<file path="src/rtl/parking_lot_occupancy_pkg.sv">
// Types and constants shared by the parking-lot occupancy tracker.
package parking_pkg;

  typedef enum logic [1:0] {
    S_EMPTY = 2'd0,
    S_OPEN  = 2'd1,
    S_FULL  = 2'd2
  } lot_state_t;

  localparam int DEFAULT_CAPACITY = 3;

endpackage

</file>
<file path="src/rtl/parking_lot_occupancy_sat_counter.sv">
// Saturating up-counter: stops at all-ones, synchronous clear has priority over inc.
module sat_counter #(
  parameter int W = 16
) (
  input  logic         clk,
  input  logic         rstn,
  input  logic         clr,
  input  logic         inc,
  output logic [W-1:0] q
);

  always_ff @(posedge clk or negedge rstn) begin
    if (!rstn)                  q <= '0;
    else if (clr)               q <= '0;
    else if (inc && (q != '1))  q <= q + 1'b1;
  end

endmodule

</file>
<file path="src/rtl/parking_lot_occupancy.sv">
// Occupancy tracker fed by ENTER/EXIT pulses: status flags, peak, totals, sticky errors.
module parking_lot_occupancy
  import parking_pkg::*;
#(
  parameter int CAPACITY = DEFAULT_CAPACITY,
  parameter int TOTAL_W  = 16,
  parameter int CNT_W    = $clog2(CAPACITY + 1)
) (
  input  logic               CLOCK_50,
  input  logic               RSTN,
  input  logic               ENTER,
  input  logic               EXIT,
  input  logic               CLR,
  output logic [CNT_W-1:0]   OCCUPANCY,
  output logic [CNT_W-1:0]   FREE,
  output logic               FULL,
  output logic               EMPTY,
  output logic               FULL_EVT,
  output logic [CNT_W-1:0]   PEAK,
  output logic [TOTAL_W-1:0] TOTAL_ENTRIES,
  output logic [TOTAL_W-1:0] REJECTED,
  output logic               ERR_OVF,
  output logic               ERR_UNF,
  output logic [1:0]         LOT_STATE
);

  localparam logic [CNT_W-1:0] CAP = CNT_W'(CAPACITY);

  logic [CNT_W-1:0] occ_q, occ_d, free_q, peak_q;
  logic             full_q, empty_q, fevt_q, ovf_q, unf_q;
  logic             acc_inc, rej_inc, ovf_set, unf_set;
  lot_state_t       state_q, state_d;

  always_comb begin
    occ_d   = occ_q;
    acc_inc = 1'b0;
    rej_inc = 1'b0;
    ovf_set = 1'b0;
    unf_set = 1'b0;
    // A simultaneous enter/exit is a swap: counted as an entry, occupancy untouched.
    if (ENTER && EXIT) begin
      acc_inc = 1'b1;
    end else if (ENTER) begin
      if (occ_q == CAP) begin
        rej_inc = 1'b1;
        ovf_set = 1'b1;
      end else begin
        occ_d   = occ_q + 1'b1;
        acc_inc = 1'b1;
      end
    end else if (EXIT) begin
      if (occ_q == '0) unf_set = 1'b1;
      else             occ_d   = occ_q - 1'b1;
    end
  end

  always_comb begin
    if (occ_d == '0)       state_d = S_EMPTY;
    else if (occ_d == CAP) state_d = S_FULL;
    else                   state_d = S_OPEN;
  end

  always_ff @(posedge CLOCK_50 or negedge RSTN) begin
    if (!RSTN) begin
      state_q <= S_EMPTY;
      occ_q   <= '0;
      free_q  <= CAP;
      peak_q  <= '0;
      full_q  <= 1'b0;
      empty_q <= 1'b1;
      fevt_q  <= 1'b0;
      ovf_q   <= 1'b0;
      unf_q   <= 1'b0;
    end else if (CLR) begin
      state_q <= S_EMPTY;
      occ_q   <= '0;
      free_q  <= CAP;
      peak_q  <= '0;
      full_q  <= 1'b0;
      empty_q <= 1'b1;
      fevt_q  <= 1'b0;
      ovf_q   <= 1'b0;
      unf_q   <= 1'b0;
    end else begin
      state_q <= state_d;
      occ_q   <= occ_d;
      free_q  <= CAP - occ_d;
      if (occ_d > peak_q) peak_q <= occ_d;
      full_q  <= (state_d == S_FULL);
      empty_q <= (state_d == S_EMPTY);
      fevt_q  <= (state_d == S_FULL) && (state_q != S_FULL);
      if (ovf_set) ovf_q <= 1'b1;
      if (unf_set) unf_q <= 1'b1;
    end
  end

  sat_counter #(.W(TOTAL_W)) u_total (
    .clk(CLOCK_50), .rstn(RSTN), .clr(CLR), .inc(acc_inc), .q(TOTAL_ENTRIES)
  );

  sat_counter #(.W(TOTAL_W)) u_reject (
    .clk(CLOCK_50), .rstn(RSTN), .clr(CLR), .inc(rej_inc), .q(REJECTED)
  );

  assign OCCUPANCY = occ_q;
  assign FREE      = free_q;
  assign FULL      = full_q;
  assign EMPTY     = empty_q;
  assign FULL_EVT  = fevt_q;
  assign PEAK      = peak_q;
  assign ERR_OVF   = ovf_q;
  assign ERR_UNF   = unf_q;
  assign LOT_STATE = state_q;

endmodule

</file>
<file path="config.mk">
export PLATFORM = sky130hd
export DESIGN_NAME = parking_lot_occupancy
export DESIGN_NICKNAME = d
export VERILOG_FILES = /design/src/rtl/parking_lot_occupancy_pkg.sv /design/src/rtl/parking_lot_occupancy_sat_counter.sv /design/src/rtl/parking_lot_occupancy.sv
export SDC_FILE = /design/constraint.sdc
export NUM_CORES = 1
export LEC_CHECK = 0
export CAP_MARGIN = 10
export CORE_ASPECT_RATIO = 0.7
export CORE_MARGIN = 2
export CORE_UTILIZATION = 55
export CTS_CLUSTER_DIAMETER = 50
export DETAILED_ROUTE_END_ITERATION = 8
export HOLD_SLACK_MARGIN = 0.12
export PLACE_DENSITY_LB_ADDON = 0.2
export SYNTH_ARGS = -nofsm -noshare
export SYNTH_HDL_FRONTEND = slang
export SYNTH_SLANG_ARGS = --single-unit
</file>
<file path="constraint.sdc">
create_clock -name CLOCK_50 -period 5.7 [get_ports CLOCK_50]
set_input_delay 1.425 -clock CLOCK_50 [delete_from_list [all_inputs] [get_ports CLOCK_50]]
set_output_delay 1.425 -clock CLOCK_50 [all_outputs]
set_load 0.01 [all_outputs]
</file>
# == Yosys cells after proc, flatten, opt, wreduce, memory -nomap -nowiden ==
# Index checks and enable logic that the tools add are counted.
# W data, S select, Z words.
# op_classes
addsub,5
order_cmp,1
eq_ne,6
n_mux,33
reduce_logical,12
# op_table
operator,count
$mux W16,4
$add A16 B1 Y16 const B,2
$ne A16 B16 Y1 const B,2
$mux W2,12
$mux W1,17
$reduce_bool A2 Y1,5
$eq A2 B2 Y1 const B,3
$logic_not A2 Y1,3
$logic_and A1 B1 Y1,4
$add A2 B1 Y2 const B,1
$gt A2 B2 Y1,1
$ne A2 B2 Y1 const B,1
$sub A2 B1 Y2 const B,1
$sub A2 B2 Y2 const A,1
# totals
reg_bits,45
input_bits,5

# == Longest topological paths before layout ==
# depth
word_depth,11
depth_mapped,9

# == Modules after synthesis ==
# From an unflattened synthesis, not the netlist that was laid out.
# hier_totals
cells_unflattened,249
hier_area_um2,2471.1
# modules_own_cells
mod,n_inst,cells_each,area_each_um2,seq_area_each_um2
sat_counter,2,98,942.2,400.4
parking_lot_occupancy,1,53,586.8,304.0

# == Worst setup path after synthesis ==
# Ideal clock, no wire load.
# synth_path
kind,input to register
start,input ENTER
end,"register peak_q[1], in the netlist PEAK[1]"
t_arrival_ns,3.058
t_required_ns,5.581
setup_slack_ns,2.523
path_stages,9
n_path_buf,1
path_cell_list,buf_4 > or2_2 > a21oi_1 > a21o_1 > ha_1 > nor2b_1 > o21ai_0 > mux2_2 > and2_1
# synth_via
elab_chain_cells,4
word_cells_on_any_way,7
classes_between,order compare (1); mux (4); reduce/logical (2)
# synth_rtl
item,line,text
from (decl),parking_lot_occupancy.sv:11,"input logic ENTER,"
$mux W2 or $logic_and A1 B1 Y1 (tied branches),"parking_lot_occupancy.sv:43, parking_lot_occupancy.sv:41",
$mux W2 *,parking_lot_occupancy.sv:41,if (ENTER && EXIT) begin
$gt A2 B2 Y1 or $mux W2 (tied branches),parking_lot_occupancy.sv:88,if (occ_d > peak_q) peak_q <= occ_d;
$reduce_bool A2 Y1 (no line) or $mux W2 (tied branches),-,
to (signal assigned),parking_lot_occupancy.sv:68,peak_q <= '0;
to (signal assigned),parking_lot_occupancy.sv:78,peak_q <= '0;
to (signal assigned),parking_lot_occupancy.sv:88,
to (decl),parking_lot_occupancy.sv:29,"logic [CNT_W-1:0] occ_q, occ_d, free_q, peak_q;"
# Mark *: on every way between the ends. The rest lies on a longest branch, timed or not. The select of a mux whose other input is x is not followed.
# A chain may end at the register's enable or synchronous reset.

# == Worst setup path after layout ==
# Same ends and word-level chain as after synthesis.

==> results.md <==
- Via count of the routed design: 2,163
- Vias in the first global route: 1,920
- Number of port buffers: 49
- Vias/cell: 6.20
- GR Util All Layers: between 20% and 30%
- Sequential Area: around 1100 µm²
- Initial antenna violation count: 0
- Resize count post-CTS: 0
- Combinational share of power: a little over a tenth
- Pwr Total: 579 µW
- Initial DRC count: 150
- CP peak stage delay: between 0.6 and 0.7 ns
- First-pass GRT wire length: 9.18 mm
- Share of post-route cells with drive strength above 1: approximately 7.5%
- Overflow after GRT: 0
- Count of final setup violators: 0
- Status: complete, no violations
- Synthesized area per cell: 9.80 µm²
- Number of synthesized flops with an enable pin: 0
- Critical Path AT: around 3.8 ns
- Clock Skew: 0.00943 ns
- # diodes: 0
- Post-DP HPWL: 3.87 mm
- Die area: 4960 µm²
- Final hold vios: 0
- Clock Tree Root: clkbuf_8
- Final setup TNS: 0 ns
- Clock transition at path regs: 0.08 ns
- Max H-tree Level: 2
- Synth Area in XOR/XNOR: 0%
- Kind of critical path: in -> reg
- Internal Pwr Total: 434 µW
- CTS buffer count: 5
- Seq/Total Area, Yosys: 45.6%
- Distinct cells, synth: 46
- CTS Hold Bufs: 0
- Largest net degree at the start of global routing: 45
- Fillers: 337
- Mapped Area: ~2400 µm²
- Pins over their slew limit: 0
- Switching portion of total power: 25.0%
- Final nets: 304
- CP Max Fanout: 9
- Post-synthesis net count: 258
- Final WL: 5.53 mm
- Multi-input logic area: 1200 µm²
- Die X: approximately 83 µm
- Gpl congestion: 0.872
- DRC violation count after routing: 0
- Crit. End Element: flop
- Row count: 20
- Largest family of logic cells by synthesized area: simple AND/OR/NAND/NOR gates
- CTS tree: yes
- Compound-Gate Fraction of Synth Area: 16.8%
- Critical path's slowest cell: clkdlybuf4s50_1
- Clock power frac: 32.7%
- Yosys warning count: 0
- Post-Synth Simple-Gate Area: 27.0%
- Peak VDD IR: around 0.14 mV
- Leak pwr: 0.00121 µW
- NetSw: about 140 µW
- Synth async-reset ratio: between 90% and 100%
- Crit path required time: 5.90 ns
- PwrDens: 193 nW/µm²
- Worst slew margin: ~34%
- Hold crit path type: reg -> reg
- Postcts setup bufs: 0
- Starting Density: a little under three fifths
- Latest clock arrival within the worst-skew pair: 0.30 ns
- # IOs: 50
- Clock tree buffer depth: 2
- Tcrit/Tclk final: 63.4%
- Mux cell area share after synthesis: 2.74%
- Max cap viols: 0
- Synthesized-area fraction occupied by adder cells: 3.10%
- Slew at the pin with the worst max-slew slack: 0.979 ns
- Core area: 4280 µm²
- RSZ-0062 raised after global routing: no
- Seq pwr share: 56.3%
- DR pass1 iterations: 4
- DRT antenna net count: 0
- Critical Path, Cell by Cell: clkdlybuf4s50_1 -> a21oi_1 -> o22ai_1 -> ha_1 -> nor2b_1 -> o21ai_0 -> mux2_2 -> and2_1
- WL/cell: roughly 16 µm
- CTS Sinks: between 40 and 50
- Min Tclk post-route: 3.62 ns
- Fmax: between 200 and 300 MHz
- FF+latch count, synth: 44
- Layout Area Growth over Synthesis: 23.7%
- Die H: 59.5 µm
- Mapped Cells: 247
- CP startpoint kind: primary input
- Synth Flop Type: dfrtp_1
==> placed cells by master (no fill, tap or decap), drive strengths merged <==
| master | netlist | layout |
|---|---|---|
| nor3b | 1 | 1 |
| a211oi | 1 | 1 |
| o21ai | 7 | 7 |
| dfstp | 3 | 3 |
| or3b | 1 | 1 |
| o22ai | 1 | 1 |
| or2 | 4 | 4 |
| and3 | 5 | 5 |
| nor2b | 7 | 7 |
| a21o | 1 | 1 |
| nor4 | 3 | 3 |
| buf | 7 | 2 |
| clkbuf | 4 | 7 |
| mux2i | 1 | 1 |
| dfrtp | 41 | 41 |
| nand3 | 6 | 6 |
| nor4b | 1 | 1 |
| nand2 | 21 | 21 |
| inv | 12 | 12 |
| nor2 | 13 | 13 |
| a31oi | 1 | 1 |
| a21boi | 2 | 2 |
| nand3b | 2 | 2 |
| nand4 | 10 | 10 |
| and2 | 3 | 3 |
| o31ai | 15 | 15 |
| or4 | 15 | 15 |
| and4b | 1 | 1 |
| mux2 | 5 | 5 |
| o41ai | 5 | 5 |
| ha | 6 | 6 |
| and4 | 3 | 3 |
| and4bb | 1 | 1 |
| a21oi | 26 | 26 |
| a211o | 1 | 1 |
| clkinv | 0 | 1 |
| clkdlybuf4s50 | 0 | 48 |
| or3 | 7 | 7 |
| o311ai | 4 | 4 |
==> power groups by stage <==
stage	Combinational (µW)	Sequential, µW	Clock [µW]
floorplan	29.3	334	0
global placement	61.8	332	0
detailed placement	63.3	332	0
CTS	64.2	326	196
global route	71.7	327	210
finish	63.9	326	189
==> worst paths after layout <==
check / start / endpoint / slack (ns) / depth (start not counted)
hold reg to reg: FULL$_DFF_PN0_ / FULL_EVT$_DFF_PN0_ / 0.49 / 1
hold / removal: FULL$_DFF_PN0_ / FULL_EVT$_DFF_PN0_ / 0.49 / 1
setup / recovery: ENTER / PEAK[1]$_DFFE_PN0P_ / 2.08 / 8
max in group asynchronous: RSTN / u_total.q[10]$_DFFE_PN0P_ / 3.82 / 1
setup reg to reg: u_total.q[0]$_DFFE_PN0P_ / u_total.q[13]$_DFFE_PN0P_ / 3.34 / 5
min in group asynchronous: RSTN / u_reject.q[8]$_DFFE_PN0P_ / 1.28 / 1
==> registers in the layout, indices dropped and copies added, names as in the netlist <==
signal	flops
EMPTY	1
ERR_OVF	1
u_reject.q	16
PEAK	2
LOT_STATE	1
u_total.q	16
FULL	1
FULL_EVT	1
OCCUPANCY	2
ERR_UNF	1
FREE	2
==> metrics by stage <==
stage | instances | utilization (%) | area, µm² | worst slack (ns) | hold WS, ns
floorplan | 247 | - | 2420 | 2.52 | 0.520
global route | 349 | 70.0 | 3000 | 1.90 | 0.535
global placement | 341 | 68.1 | 2910 | 1.86 | 0.473
finish | 349 | 70.0 | 3000 | 2.08 | 0.487
detailed placement | 341 | 68.1 | 2910 | 1.80 | 0.484
CTS | 349 | 70.0 | 3000 | 2.11 | 0.495
==> cells by family (layout without fill, tap and decap cells) <==
kind of cell,Yosys count,in the layout
simple gates,104,104
compound gates,64,64
flops,44,44
buf+inv,23,70
fa+ha+maj,6,6
mux,6,6
==> metal layers <==
metal,vias up,track usage [%],routed length [µm]
met5,-,0,0
met4,0,7.03,42
met3,8,5.43,348
met2,66,36.8,2490
met1,1057,33.4,2640
li1,1032,-,-
==> final cells by class <==
cell class	instances	share of cell area (%)
multi-input combinational	180	40.1
sequential	44	36.9
timing repair buffer	50	16.5
clock buffer	7	2.55
tap	55	2.30
inverter	12	1.50
clock inverter	1	0.167
==> Yosys cell counts (all sizes together), types with 3 or more instances <==
library cell,instances,share of area [%]
o311ai,4,1.4
and4,3,1.2
buf,7,2.2
and3,5,1.3
inv,12,1.9
nand3,6,1.2
and2,3,0.78
dfstp,3,3.3
ha,6,3.1
mux2,5,2.3
nand2,21,3.3
o21ai,7,1.4
a21oi,26,5.4
nor2,13,2.0
nand4,10,3.7
dfrtp,41,42
nor2b,7,1.8
nor4,3,0.78
clkbuf,4,0.62
o41ai,5,1.8
or3,7,1.8
or2,4,1.0
or4,15,4.7
o31ai,15,4.7
==> worst max-delay path: cells and delay by family <==
| family | cells | cell delay (ns) |
|---|---|---|
| compound gates | 3 | 0.76 |
| buf+inv | 1 | 0.63 |
| mux | 1 | 0.37 |
| fa+ha+maj | 1 | 0.33 |
| simple gates | 2 | 0.29 |
No activity file was read; power rests on OpenSTA's default activity.
==> edit 1: new RTL, same flow settings <==
Register the output `ERR_OVF` once more, cleared by the reset; this adds one clock of latency there. The other outputs are not delayed to match.
--- a/src/rtl/parking_lot_occupancy.sv
+++ b/src/rtl/parking_lot_occupancy.sv
@@ -108,7 +108,13 @@
   assign EMPTY     = empty_q;
   assign FULL_EVT  = fevt_q;
   assign PEAK      = peak_q;
-  assign ERR_OVF   = ovf_q;
+  always_ff @(posedge CLOCK_50 or negedge RSTN) begin
+    if (!RSTN) begin
+      ERR_OVF <= '0;
+    end else begin
+      ERR_OVF <= ovf_q;
+    end
+  end
   assign ERR_UNF   = unf_q;
   assign LOT_STATE = state_q;
 
Function: changed (Yosys sat finds a counterexample within 10 cycles, from zero or initial values and one cycle with RSTN low).
==> edit 1 against the original RTL <==
  * Critical path depth unchanged
  * Register-to-register slack improved by 0.13 ns
  * Routed wire length decreased by 9.2%
  * Sequential cell count increased by 1
  * Synthesized area decreased by 3.9%
  * Sequential share of layout area increased by 1.7 points
  * Design area decreased by 2.1%
  * Combinational power decreased by 10%
  * Critical path type unchanged
  * Largest cell class is now sequential cells
  * Total power increased by 1.7%
  * Largest power group unchanged
  * Setup slack improved by 0.12 ns
  * Synthesized cell count decreased by 6.1%
  * Sequential power increased by 2%
==> edit 1: results (changes against the original RTL) <==
global_routing:
  grt_start_max_net_pins: 46  # was 45
  grt_pass1_wl_um: 8730  # was 9180 um
  grt_remaining_overflow: 0  # unchanged
  antenna_found_initial: 0  # unchanged
  grt.total_usage_pct: 23.7  # was 23.6%
  first_global_vias: 1814  # was 1920
final_layout:
  drive_above_1_share_pct: 6.74  # was 7.48%
  reg.largest.list: "u_reject.q (16), u_total.q (16)"  # unchanged
  antenna_cells: 0  # unchanged
  fillers: 314  # was 337
  nets: 293  # was 304
clock_tree:
  cts_inserted_buffers: 5  # unchanged
  cts_buffer_depth: 2  # unchanged
  clkLatencyLatePin_ns: 0.29
  htreeDepth: 2  # unchanged
  cts_setup_buffers: 0  # unchanged
  cts.reportedPaths.clkPinSlew_ns: 0.08  # about the same
  ctsRootBufferMaster: "clkbuf_8"  # unchanged
  ctsResizeCount: 0  # unchanged
synth:
  async_flop_share_pct: 100  # unchanged
  yosysSeqAreaShare_pct: 48.6  # was 45.6%
  synthTopCellsByArea: "dfrtp_1 (45%), xnor2_1 (6.4%), nor2_1 (5.0%), dfstp_2 (3.4%), ha_1 (3.2%)"  # was dfrtp_1 (42%), a21oi_1 (5.4%), o31ai_1 (4.7%), or4_1 (4.7%), dfstp_2 (3.3%)
  yosysWarnings: 0  # unchanged
  syn-num-nets: 243  # was 258
  synth.distinct_cells: 41  # was 46
  yosys-top-cells-count: "dfrtp_1 (42), nor2_1 (31), xnor2_1 (17)"  # was dfrtp_1 (41), a21oi_1 (26), nand2_1 (21)
worst_setup_path:
  r2r_setup_slack_ns: 3.47  # was 3.34 ns
  cp_max_fo: 8  # was 9
  r2r-start: "OCCUPANCY[0]"  # was u_total.q[0]
  r2r_end: "PEAK[0]"  # was u_total.q[13]
  criticalPathCategory: "in2reg"  # unchanged
  crit_start: "ENTER"  # unchanged
  reg2reg_depth: 9  # was 5
routing:
  viasPerCell: 5.69  # was 6.20
  firstDrtPassIters: 4  # unchanged
  wl_per_cell_um: 15.0  # was 15.8 um
  initialDrtViolationCount: 128  # was 150
timing:
  setup_viol: 0  # unchanged
  fin_skew_ns: 0.00393  # was 0.00943 ns
  tightest_slew_ns: 0.982  # was 0.979 ns
placement:
  dp_hpwl_um: 3490  # was 3870 um
  place_area_sq_um: 2850  # was 2910 sq um
  place_congestion: 0.853  # was 0.872
  io_buffer_count: 49  # unchanged
power_and_ir_drop:
  p_leak_uw: 0.00118  # was 0.00121 uW
  ir_worst_vdd_v: 0.000148  # was 0.000139 V
hold_path:
  hp-start: "ovf_q"  # was FULL
  hold_path_class: "reg2reg"  # unchanged
status:
  status: "completed"  # unchanged
-- edit 1: layout make-up --
cell class / instances / area (sq um) / area share, %
repair buffers: 50 / 493 / 16.8
well taps: 52 / 65.1 / 2.22
inverters: 10 / 37.5 / 1.28
flip-flops and latches: 45 / 1130 / 38.5
multi-input cells: 170 / 1120 / 38.2
clock buffers: 7 / 86.3 / 2.94
-- edit 1: worst min path at each step --
stage               to  slack (ns)  cells past startpoint
6_report       ERR_OVF        0.39                      0
2_1_floorplan  ERR_OVF        0.35                      0
3_5_place_dp   ERR_OVF        0.37                      0
4_1_cts        ERR_OVF        0.38                      0
3_3_place_gp   ERR_OVF        0.36                      0
5_1_grt        ERR_OVF        0.40                      0
-- edit 1: critical path, stage by stage --
cell and delay [ns]:
clkdlybuf4s50_1 0.65, nor2_1 0.12, o22ai_1 0.35, ha_1 0.33, nor2b_1 0.13, o21ai_0 0.32
mux2i_1 0.24, nor2_1 0.06
-- edit 1: cells by family (layout without fill, tap and decap cells) --
logic type | count (synthesis) | count (layout) | share of synthesized area, %
flops | 45 | 45 | 48.6
xor+xnor | 21 | 21 | 7.91
mux | 5 | 5 | 2.21
fa+ha+maj | 6 | 6 | 3.23
buf+inv | 17 | 67 | 3.28
simple gates | 109 | 109 | 27.3
compound gates | 29 | 29 | 7.53
-- edit 1: per-stage QoR --
stage	worst slack (ns)	power, uW	util, %	instances
floorplan	2.67	366	-	232
global placement	2.05	394	71.2	327
detailed placement	1.93	396	71.2	327
CTS	2.22	597	73.4	334
global route	2.07	616	73.4	334
finish	2.21	589	73.4	334
-- edit 1: where the power goes --
part | total (uW) | leakage (uW) | switching [uW] | internal (uW)
sequential | 333 | 0.000614 | 6.12 | 326
combinational | 57.4 | 0.000523 | 31.7 | 25.8
clock | 199 | 0.0000443 | 102 | 96.3
-- edit 1: routing by layer --
layer	up-vias	share of wire [%]	wire [um]	track usage, %
li1	919	-	-	-
met1	894	47	2360	34.2
met2	81	46	2290	36.2
met3	5	6.6	332	5.98
met4	0	0.76	38	5.71
met5	-	0	0	0
==> edit 2: new RTL, same flow settings <==
Made on the original files. Set the package constant `DEFAULT_CAPACITY` to 6 (it was 3).
--- a/src/rtl/parking_lot_occupancy_pkg.sv
+++ b/src/rtl/parking_lot_occupancy_pkg.sv
@@ -7,7 +7,7 @@
     S_FULL  = 2'd2
   } lot_state_t;
 
-  localparam int DEFAULT_CAPACITY = 3;
+  localparam int DEFAULT_CAPACITY = 6;
 
 endpackage
 
Ports: changed (resized FREE, OCCUPANCY and PEAK); port bits go from 50 to 53. No check against the original RTL was run, so the function may have changed too.
==> edit 2 against the original RTL <==
  * Synthesized cell count grew 5.3%
  * Setup slack lost 0.30 ns
  * Routed wire length shrank 5.7%
  * Utilization shrank 0.91 points
  * Design area grew 8.5%
  * Synthesized area grew 8.6%
  * Register-to-register slack lost 0.60 ns
  * Hold slack gained 0.020 ns
  * Sequential cell count grew 3
Power is not compared: it rests on default switching activity, and its combinational part moved more than twofold at a synthesized area within 25%.
==> edit 2: results (changes against the original RTL) <==
status:
  status: "completed"  # unchanged
worst_setup_path:
  cp_slowest_stage_delay_ns: 0.74  # was 0.63 ns
  arrival_ns: 4.09  # was 3.81 ns
  cp_max_fo: 13  # was 9
final_layout:
  buffers: 53  # was 50
  final-nonclk-buf-share_pct: 16.1  # was 16.5%
  fillers: 370  # was 337
  nets: 324  # was 304
  clkbuf_count: 8  # was 7
  clk_share_pct: 3.08  # was 2.72%
  sh_seq_area_pct: 36.3  # was 36.9%
global_routing:
  met2_usage_pct: 30.4  # was 36.8%
  grt_start_max_net_pins: 48  # was 45
  grt_pass1_wl_um: 8180  # was 9180 um
  grt.total_usage_pct: 19.8  # was 23.6%
placement:
  dp_cells: 357  # was 341
  io_buffer_count: 52  # was 49
  dp_hpwl_um: 3730  # was 3870 um
routing:
  via_count: 2044  # was 2163
  wl_met3_um: 211  # was 348 um
  wl_per_cell_um: 14.3  # was 15.8 um
  initialDrtViolationCount: 71  # was 150
synth:
  synth_fa_ha_area_share_pct: 5.71  # was 3.10%
  syn-num-nets: 277  # was 258
  synth_cells: 260  # was 247
  yosysSeqAreaShare_pct: 44.9  # was 45.6%
timing:
  slew_headroom_pct: 33.0  # was 34.5%
  fin_skew_ns: 0.00837  # was 0.00943 ns
edit 2: changes by cell type after synthesis, moves of 4 or more:
cell,delta
nor2_1,+26
a21oi_1,-21
xor2_1,+20
or4_1,-15
o31ai_1,-14
nand2_1,-10
xnor2_1,+8
and3_1,+6
ha_1,+6
nand2b_1,+5
nand3_1,+5
o41ai_1,-5
o311ai_0,-4
or3_1,-4
edit 2: final timing paths:
check	from	end	slack, ns	cells after the start
min in group asynchronous	RSTN	u_total.q[0]	1.29	1
worst max register to register	OCCUPANCY[1]	PEAK[2]	2.74	13
worst max-delay path	ENTER	PEAK[2]	1.78	10
max in group asynchronous	RSTN	LOT_STATE[1]	3.79	1
worst min-delay path	ERR_OVF	ERR_OVF	0.51	2
worst min register to register	ERR_OVF	ERR_OVF	0.51	2
edit 2: stage by stage:
stage | area [sq um] | utilization [%]
after global routing | 3250 | 69.1
after floorplan | 2630 | -
after detailed placement | 3150 | 67.0
after CTS | 3250 | 69.1
after global placement | 3150 | 67.0
final | 3250 | 69.1
